[src/rtl/id_ex_ctrl_decoder.sv]
// -----------------------------------------------------------------------------
// id_ex_ctrl_decoder
//
// Decodes RV32I instruction words into an ALU control bundle. Each bundle is
// decoded when the instruction is accepted and held in a 2-entry FIFO, which
// the EX stage drains with a valid/ready handshake.
//
// Ports
//   clk              clock, all state updates on its rising edge
//   reset            asynchronous, active-high reset
//   instr_valid_in   IF/ID instruction valid
//   instr_in         32-bit RV32I instruction word
//   instr_ready_out  decoder can accept an instruction this cycle
//   flush_in         synchronous pipeline flush, discards all buffered entries
//   ex_ready_in      EX-stage control register can accept this cycle
//   ex_valid_out     control bundle at the FIFO head is valid
//   alu_src_out      1 = second operand is the immediate, 0 = register
//   alu_op_out       instruction class (opcode field)
//   alu_func3_out    func3 qualifier
//   alu_func7_out    func7 qualifier
//   illegal_out      head instruction is illegal
//
// FIFO states
//   state    | meaning
//   ---------+-----------------------------------------------
//   ST_EMPTY | nothing buffered, outputs all zero
//   ST_ONE   | head entry valid, tail slot free
//   ST_FULL  | head and tail valid, upstream is back-pressured
// -----------------------------------------------------------------------------
module id_ex_ctrl_decoder #(
    parameter int ALU_OP_WIDTH    = 7,
    parameter int ALU_FUNC3_WIDTH = 3,
    parameter int ALU_FUNC7_WIDTH = 7
) (
    input  logic                       clk,
    input  logic                       reset,
    input  logic                       instr_valid_in,
    input  logic [31:0]                instr_in,
    output logic                       instr_ready_out,
    input  logic                       flush_in,
    input  logic                       ex_ready_in,
    output logic                       ex_valid_out,
    output logic                       alu_src_out,
    output logic [ALU_OP_WIDTH-1:0]    alu_op_out,
    output logic [ALU_FUNC3_WIDTH-1:0] alu_func3_out,
    output logic [ALU_FUNC7_WIDTH-1:0] alu_func7_out,
    output logic                       illegal_out
);

    typedef enum logic [1:0] {
        ST_EMPTY = 2'd0,
        ST_ONE   = 2'd1,
        ST_FULL  = 2'd2
    } state_t;

    typedef struct packed {
        logic                       illegal;
        logic                       alu_src;
        logic [ALU_OP_WIDTH-1:0]    alu_op;
        logic [ALU_FUNC3_WIDTH-1:0] alu_func3;
        logic [ALU_FUNC7_WIDTH-1:0] alu_func7;
    } ctrl_t;

    state_t state_q, state_d;
    ctrl_t  head_q, head_d;
    ctrl_t  tail_q, tail_d;
    ctrl_t  dec;

    logic       push;
    logic       pop;
    logic [6:0] opcode;
    logic [2:0] func3;
    logic [6:0] func7;
    logic       legal;
    logic       use_func7;
    logic       use_imm;

    // Register, rd and rs fields play no part in ALU control.
    logic unused_instr_bits;
    assign unused_instr_bits = ^{instr_in[24:15], instr_in[11:7]};

    assign opcode = instr_in[6:0];
    assign func3  = instr_in[14:12];
    assign func7  = instr_in[31:25];

    // ------------------------------------------------------------------
    // Decode. Every legal opcode ends in 2'b11, so a compressed or
    // malformed word falls into the default arm and is flagged illegal.
    // ------------------------------------------------------------------
    always_comb begin
        legal     = 1'b1;
        use_func7 = 1'b0;
        use_imm   = 1'b0;
        case (opcode)
            7'b0110011: use_func7 = 1'b1;
            7'b0010011: begin
                use_imm   = 1'b1;
                // Only the shift-immediates carry a meaningful func7.
                use_func7 = (func3 == 3'b001) || (func3 == 3'b101);
            end
            7'b0000011,
            7'b0100011,
            7'b0110111,
            7'b0010111,
            7'b1101111,
            7'b1100111: use_imm = 1'b1;
            7'b1100011: use_imm = 1'b0;
            default:    legal   = 1'b0;
        endcase

        dec = '0;
        if (legal) begin
            dec.alu_src   = use_imm;
            dec.alu_op    = ALU_OP_WIDTH'(opcode);
            dec.alu_func3 = ALU_FUNC3_WIDTH'(func3);
            dec.alu_func7 = use_func7 ? ALU_FUNC7_WIDTH'(func7) : '0;
        end else begin
            dec.illegal   = 1'b1;
        end
    end

    // Ready comes only from registered state, so there is no
    // combinational path from ex_ready_in back to the fetch side.
    assign push = instr_valid_in && instr_ready_out;
    assign pop  = ex_valid_out && ex_ready_in;

    // ------------------------------------------------------------------
    // State register
    // ------------------------------------------------------------------
    always_ff @(posedge clk or posedge reset) begin
        if (reset) begin
            state_q <= ST_EMPTY;
            head_q  <= '0;
            tail_q  <= '0;
        end else begin
            state_q <= state_d;
            head_q  <= head_d;
            tail_q  <= tail_d;
        end
    end

    // ------------------------------------------------------------------
    // Next state. Vacated slots are cleared so an empty FIFO always
    // presents an all-zero bundle and nothing stale can resurface.
    // ------------------------------------------------------------------
    always_comb begin
        state_d = state_q;
        head_d  = head_q;
        tail_d  = tail_q;
        if (flush_in) begin
            state_d = ST_EMPTY;
            head_d  = '0;
            tail_d  = '0;
        end else begin
            case (state_q)
                ST_EMPTY: begin
                    if (push) begin
                        head_d  = dec;
                        state_d = ST_ONE;
                    end
                end
                ST_ONE: begin
                    case ({push, pop})
                        2'b11: head_d = dec;
                        2'b10: begin
                            tail_d  = dec;
                            state_d = ST_FULL;
                        end
                        2'b01: begin
                            head_d  = '0;
                            state_d = ST_EMPTY;
                        end
                        default: ;
                    endcase
                end
                ST_FULL: begin
                    if (pop) begin
                        head_d  = tail_q;
                        tail_d  = '0;
                        state_d = ST_ONE;
                    end
                end
                default: begin
                    state_d = ST_EMPTY;
                    head_d  = '0;
                    tail_d  = '0;
                end
            endcase
        end
    end

    // ------------------------------------------------------------------
    // Outputs
    // ------------------------------------------------------------------
    always_comb begin
        instr_ready_out = (state_q != ST_FULL);
        ex_valid_out    = (state_q != ST_EMPTY);
        alu_src_out     = head_q.alu_src;
        alu_op_out      = head_q.alu_op;
        alu_func3_out   = head_q.alu_func3;
        alu_func7_out   = head_q.alu_func7;
        illegal_out     = head_q.illegal;
    end

endmodule

[config.mk]
export PLATFORM = sky130hd
export DESIGN_NAME = id_ex_ctrl_decoder
export DESIGN_NICKNAME = d
export VERILOG_FILES = /design/src/rtl/id_ex_ctrl_decoder.sv
export SDC_FILE = /design/constraint.sdc
export NUM_CORES = 1
export LEC_CHECK = 0
export CORE_MARGIN = 8
export CORE_UTILIZATION = 42
export CTS_CLUSTER_SIZE = 25
export DETAILED_ROUTE_END_ITERATION = 8
export HOLD_SLACK_MARGIN = 0.05
export PLACE_DENSITY = 0.85
export SLEW_MARGIN = 20
export SYNTH_ARGS = -nofsm -noshare
export SYNTH_HDL_FRONTEND = slang
export SYNTH_SLANG_ARGS = --single-unit
[constraint.sdc]
create_clock -name clk -period 1.69 [get_ports clk]
set_input_delay 0.169 -clock clk [delete_from_list [all_inputs] [get_ports clk]]
set_output_delay 0.169 -clock clk [all_outputs]
set_load 0.02 [all_outputs]
Yosys cells after proc, flatten, opt, wreduce, memory -nomap -nowiden

Cells that the tools add are included.

Equality and inequality tests: 23
Mux-type cells: 20
Reduce and logical (&&, ||, !) cells: 10

Operators with widths:

| kind                                                                    | number |
|---|---|
| 19-bit two-way mux                                                      | 6 |
| 19-bit one-hot mux with 3 select lines                                  | 2 |
| 19-bit one-hot mux with 2 select lines                                  | 1 |
| 7-bit by 6-bit equality test with 1-bit output, second input constant   | 3 |
| 7-bit equality test, second input constant                              | 3 |
| 18-bit two-way mux                                                      | 1 |
| 7-bit by 5-bit equality test with 1-bit output, second input constant   | 2 |
| 3-bit inequality test, second input constant                            | 3 |
| 3-bit AND reduction                                                     | 3 |
| 9-bit OR reduction                                                      | 1 |
| 7-bit by 2-bit equality test with 1-bit output, second input constant   | 1 |
| 7-bit two-way mux                                                       | 1 |
| 7-bit OR reduction                                                      | 1 |
| 2-bit equality test, second input constant                              | 3 |
| 2-bit two-way mux                                                       | 3 |
| 2-bit one-hot mux with 3 select lines                                   | 1 |
| 2-bit by 1-bit equality test with 1-bit output, second input constant   | 2 |
| 2-bit inequality test, second input constant                            | 2 |
| 4-bit by 2-bit inequality test with 1-bit output, second input constant | 1 |
| 4-bit by 3-bit inequality test with 1-bit output, second input constant | 1 |
| 2-bit one-hot mux with 2 select lines                                   | 1 |
| 3-bit by 1-bit equality test with 1-bit output, second input constant   | 1 |
| 3-bit equality test, second input constant                              | 1 |
| 1-bit two-way mux                                                       | 3 |
| other kinds (5)                                                         | 6 |

Register bits after elaboration: 40
Input port bits: 37
Word-level logic and storage cells: 64
Output and inout bits: 21

Longest topological paths before layout

Gate-level depths: netlist of the first run.

Word-level depth: 8
Mapped depth: 7
Mapped depth without buffers: 4

Worst setup path after synthesis of the first run

Ideal clock, no wire load.

Kind: reg2reg
From: register state_q[0]
To: register head_q, in the netlist alu_func3_out[2]
Buffers on the path: 3
Data required time: 1.563 ns
Stages on the path, launching flop included: 8
Setup time: 0.127 ns
Path slack: 0.051 ns
Clock period less this slack: 1.639 ns
Data arrival time: 1.512 ns
Cells stage by stage: dfrtp_1 > buf_2 > nor2b_4 > o311a_1 > buf_2 > buf_2 > a22oi_1 > o21ai_1

Word-level cells in the longest chain between the ends: 6
Elaborated cells between the ends (all ways): 16
Those cells by class: eq/ne: 8; mux: 3; reduce/logical: 5

RTL lines:

| item                                                                                  | RTL line | text |
|---|---|---|
| start, declared                                                                       | 64       | `state_t state_q, state_d;` |
| start signal, assigned                                                                | 136      | `state_q <= state_d;` |
| 2-bit inequality test or 2-bit nonzero test (tied branches)                           | 196, 197 |  |
| 1-bit logical AND, on equally long branches                                           | 124, 125 |  |
| 2-bit by 1-bit equality test with 1-bit output or 2-bit equality test (tied branches) | 163      | `case ({push, pop})` |
| 19-bit one-hot mux with 2 select lines                                                | 163      |  |
| 19-bit one-hot mux with 3 select lines                                                | 155      | `case (state_q)` |
| 19-bit two-way mux                                                                    | 150      | `if (flush_in) begin` |
| end signal, assigned                                                                  | 133      | `head_q <= '0;` |
| end signal, assigned                                                                  | 137      | `head_q <= head_d;` |
| end, declared                                                                         | 65       | `ctrl_t head_q, head_d;` |

Several ways; a longest one is shown, not always the timed one.
A chain may end at the register's enable or synchronous reset.

Worst setup path in the final report of the first run

From: register state_q[1]
To: register head_q, in the netlist alu_op_out[5]

The elaborated chain is that of the path after synthesis.

==> results of run 1 <==
[cell type report]
cell class,instances,area (um2)
clock buffer,7,86.3
inverter,6,22.5
clock inverter,1,7.51
tap,52,65.1
timing repair buffer,69,647
fill,354,1700
sequential,40,1000
multi-input combinational,109,825
[what timing repair did]
action	4_1_cts	5_1_grt
gates cloned	0	0
pin swaps	0	3
setup buffers	1	0
hold endpoints to repair	0	0
setup endpoints to repair	4	21
gates resized for setup	2	2
hold buffers	0	0
[report_power, final]
| part | switching, mW | internal (mW) |
|---|---|---|
| sequential | 0.00788 | 0.966 |
| combinational | 0.143 | 0.134 |
| clock | 0.315 | 0.332 |
[cell families (layout without fill, tap and decap cells)]
logic type | count (synthesis) | count (layout) | share of synthesized area, %
and+or+nand+nor | 45 | 45 | 14.7
DFF | 40 | 40 | 52.9
muxes | 1 | 1 | 0.529
AOI/OAI and AO/OA | 63 | 63 | 28.3
buffers and inverters | 15 | 83 | 3.51
[critical path, cell delays in order, from the launching register on]
cell,delay [ps]
dfrtp_1,430
or3b_4,410
or3_4,370
a21oi_4,230
a21o_1,160
[metrics by stage]
stage          cells  instance area (um2)  TNS [ps]  hold WS, ps
2_1_floorplan    164                 1890         0          235
3_3_place_gp     275                 2550     -3520          449
3_5_place_dp     275                 2550     -4490          455
4_1_cts          284                 2650         0          311
5_1_grt          284                 2650      -385          365
6_report         284                 2650         0          294
[flip-flops by register name, indices dropped and copies added (netlist names)]
signal,count
alu_op_out,7
alu_func7_out,7
alu_src_out,1
alu_func3_out,3
state_q,2
illegal_out,1
tail_q,19
[cells in the final DEF (no fill, tap or decap), types with 2 or more instances in the layout]
cell / instances
o2bb2ai_1: 2
nor2b_1: 4
a21oi_1: 4
buf_4: 25
a32o_1: 8
a32oi_1: 7
dfrtp_1: 40
nand2_1: 19
a22oi_1: 2
nand3_1: 2
o22a_1: 2
o21ai_1: 3
nor2_1: 5
inv_1: 6
o31ai_1: 2
a21o_1: 10
a221o_1: 4
clkdlybuf4s50_1: 40
buf_12: 2
a22o_1: 11
clkbuf_8: 6
[final timing paths]
path	startpoint	to	slack [ps]	cells after the start
hold reg to reg	alu_func7_out[4]	alu_func7_out[4]	470	2
hold / removal	reset	tail_q[2]	290	3
max in group asynchronous	reset	alu_op_out[6]	1060	3
setup reg to reg	state_q[1]	alu_op_out[5]	20	4
setup / recovery	state_q[1]	alu_op_out[5]	20	4
min in group clk	alu_func7_out[4]	alu_func7_out[4]	470	2
[routing by layer]
layer | wire, um | vias to the layer above | GRT usage (%) | part of all wire, %
met5 | 0 | - | 0 | 0
met2 | 2420 | 56 | 23.2 | 51
met3 | 234 | 4 | 4.10 | 4.9
met1 | 2060 | 800 | 15.9 | 43
met4 | 68 | 0 | 5.91 | 1.4
li1 | - | 763 | - | -
==> key figures, run 1 <==
Logic synthesis
  • Sequential share of the synthesized area: 52.9%
  • Yosys top cell area share: about 53%
  • Count leader, synth: dfrtp_1
  • Mean Syn Cell Area: 11.5 um2
  • Synth Flop Type: dfrtp_1
  • Cell variety after synth: 43
  • Mapped Nets: roughly 200
  • Cells after Synth: 164
  • Ranking of synthesized cells by area: dfrtp_1 53%, a22o_1 5.1%, a32o_1 4.2%, a21o_1 4.0%, nand2_1 3.8%
  • Yosys synthesis warning count: 0
  • Synth top cells by count: 40 x dfrtp_1, 19 x nand2_1, 11 x a22o_1
  • Number of flops mapped to enable cells by yosys: 0
  • Flops & latches, synth: 40
  • Post-synth top area cell: dfrtp_1
  • Post-synthesis cell area: about 1900 um2
  • Ys async rst share: 100%

CTS
  • Root Driver: clkbuf_8
  • CTS HTree Levels: 2
  • CTS tree: built
  • CTS buffer count: 5
  • Longest Clk Path Bufs: 2
  • Clock sinks: 40
  • Clock slew at reported path FFs: 80 ps
  • Clock Latency Late Sink: between 200 and 300 ps

Detailed routing
  • Antenna-violating nets left: 0
  • WL/cell: 16.8 um
  • Vias per cell: 5.71
  • Routed wire length: 4.78 mm
  • Via Count: 1623
  • Initial DRC count: 93
  • Drt first pass iters: 4
  • DR DRC count: 0

STA
  • Endpoints failing hold: 0
  • Final Skew: 5.11 ps
  • Fin crit period: around 1700 ps
  • Fmax: approximately 600 MHz
  • Pins over their slew limit: 0
  • Period utilisation layout: 98.7%
  • RSZ-0062 raised after global routing: yes
  • Final Worst Setup Slack: 21.8 ps
  • # setup viols final: 0
  • Slew @ Worst Pin: approximately 490 ps
  • Slew margin rel.: just under 70%

Placement
  • DP Worst Slack: -227 ps
  • Port bufs: 42
  • RD Place Congestion: about 0.86
  • Detailed placer's ending HPWL: 3.48 mm

Worst setup path
  • WS Path Type: flop to flop
  • Max FO, Critical Path: 7
  • Worst setup SP type: flop
  • CP required: 1910 ps
  • Worst Path Arrival: 1890 ps
  • Worst setup EP type: flop

Pwr
  • PD cells: 715 nW/um2
  • Max VDD drop: 398 uV
  • Tot Pwr: around 1.9 mW
  • Leakage power: 1.27 nW

Floorplan
  • Die Ht: 83.1 um
  • Initial Util: 43.4%
  • Rows: 24
  • Die X: 83.1 um
  • Die Area: 6900 um2
  • Core area: 4350 um2
  • I/O pins: 58

Global routing
  • Global route total overflow: 0
  • Global Route Usage Sum: between 10 and 15%
  • Initial antenna violation count: 0
  • First-pass GRT wire length: approximately 7.9 mm
  • Vias in the first global route: 1637
  • Largest net degree at the start of global routing: 41

Cells and area
  • Layout net count: 268
  • Final core utilization: roughly three fifths
  • Total inserted antenna cells: 0
  • Layout cell share with drive strength beyond 1: 20.7%
  • Area grow syn2layout: 40.4%

Run
  • Max_cap viols: 0

Min path
  • Worst hold path type: input pin to asynchronous set/reset pin

Outcome
  • Status: complete, no violations
Power figures use the tool's default switching activity.
==> inputs of run 2 (changes only) <==
--- a/config.mk
+++ b/config.mk
@@ -7,6 +7,7 @@
 export LEC_CHECK = 0
 export CORE_MARGIN = 8
 export CORE_UTILIZATION = 42
+export CTS_CLUSTER_DIAMETER = 50
 export CTS_CLUSTER_SIZE = 25
 export DETAILED_ROUTE_END_ITERATION = 8
 export HOLD_SLACK_MARGIN = 0.05
==> results of run 2 <==
The final DEF is identical to that of run 1; final timing and power are the same.
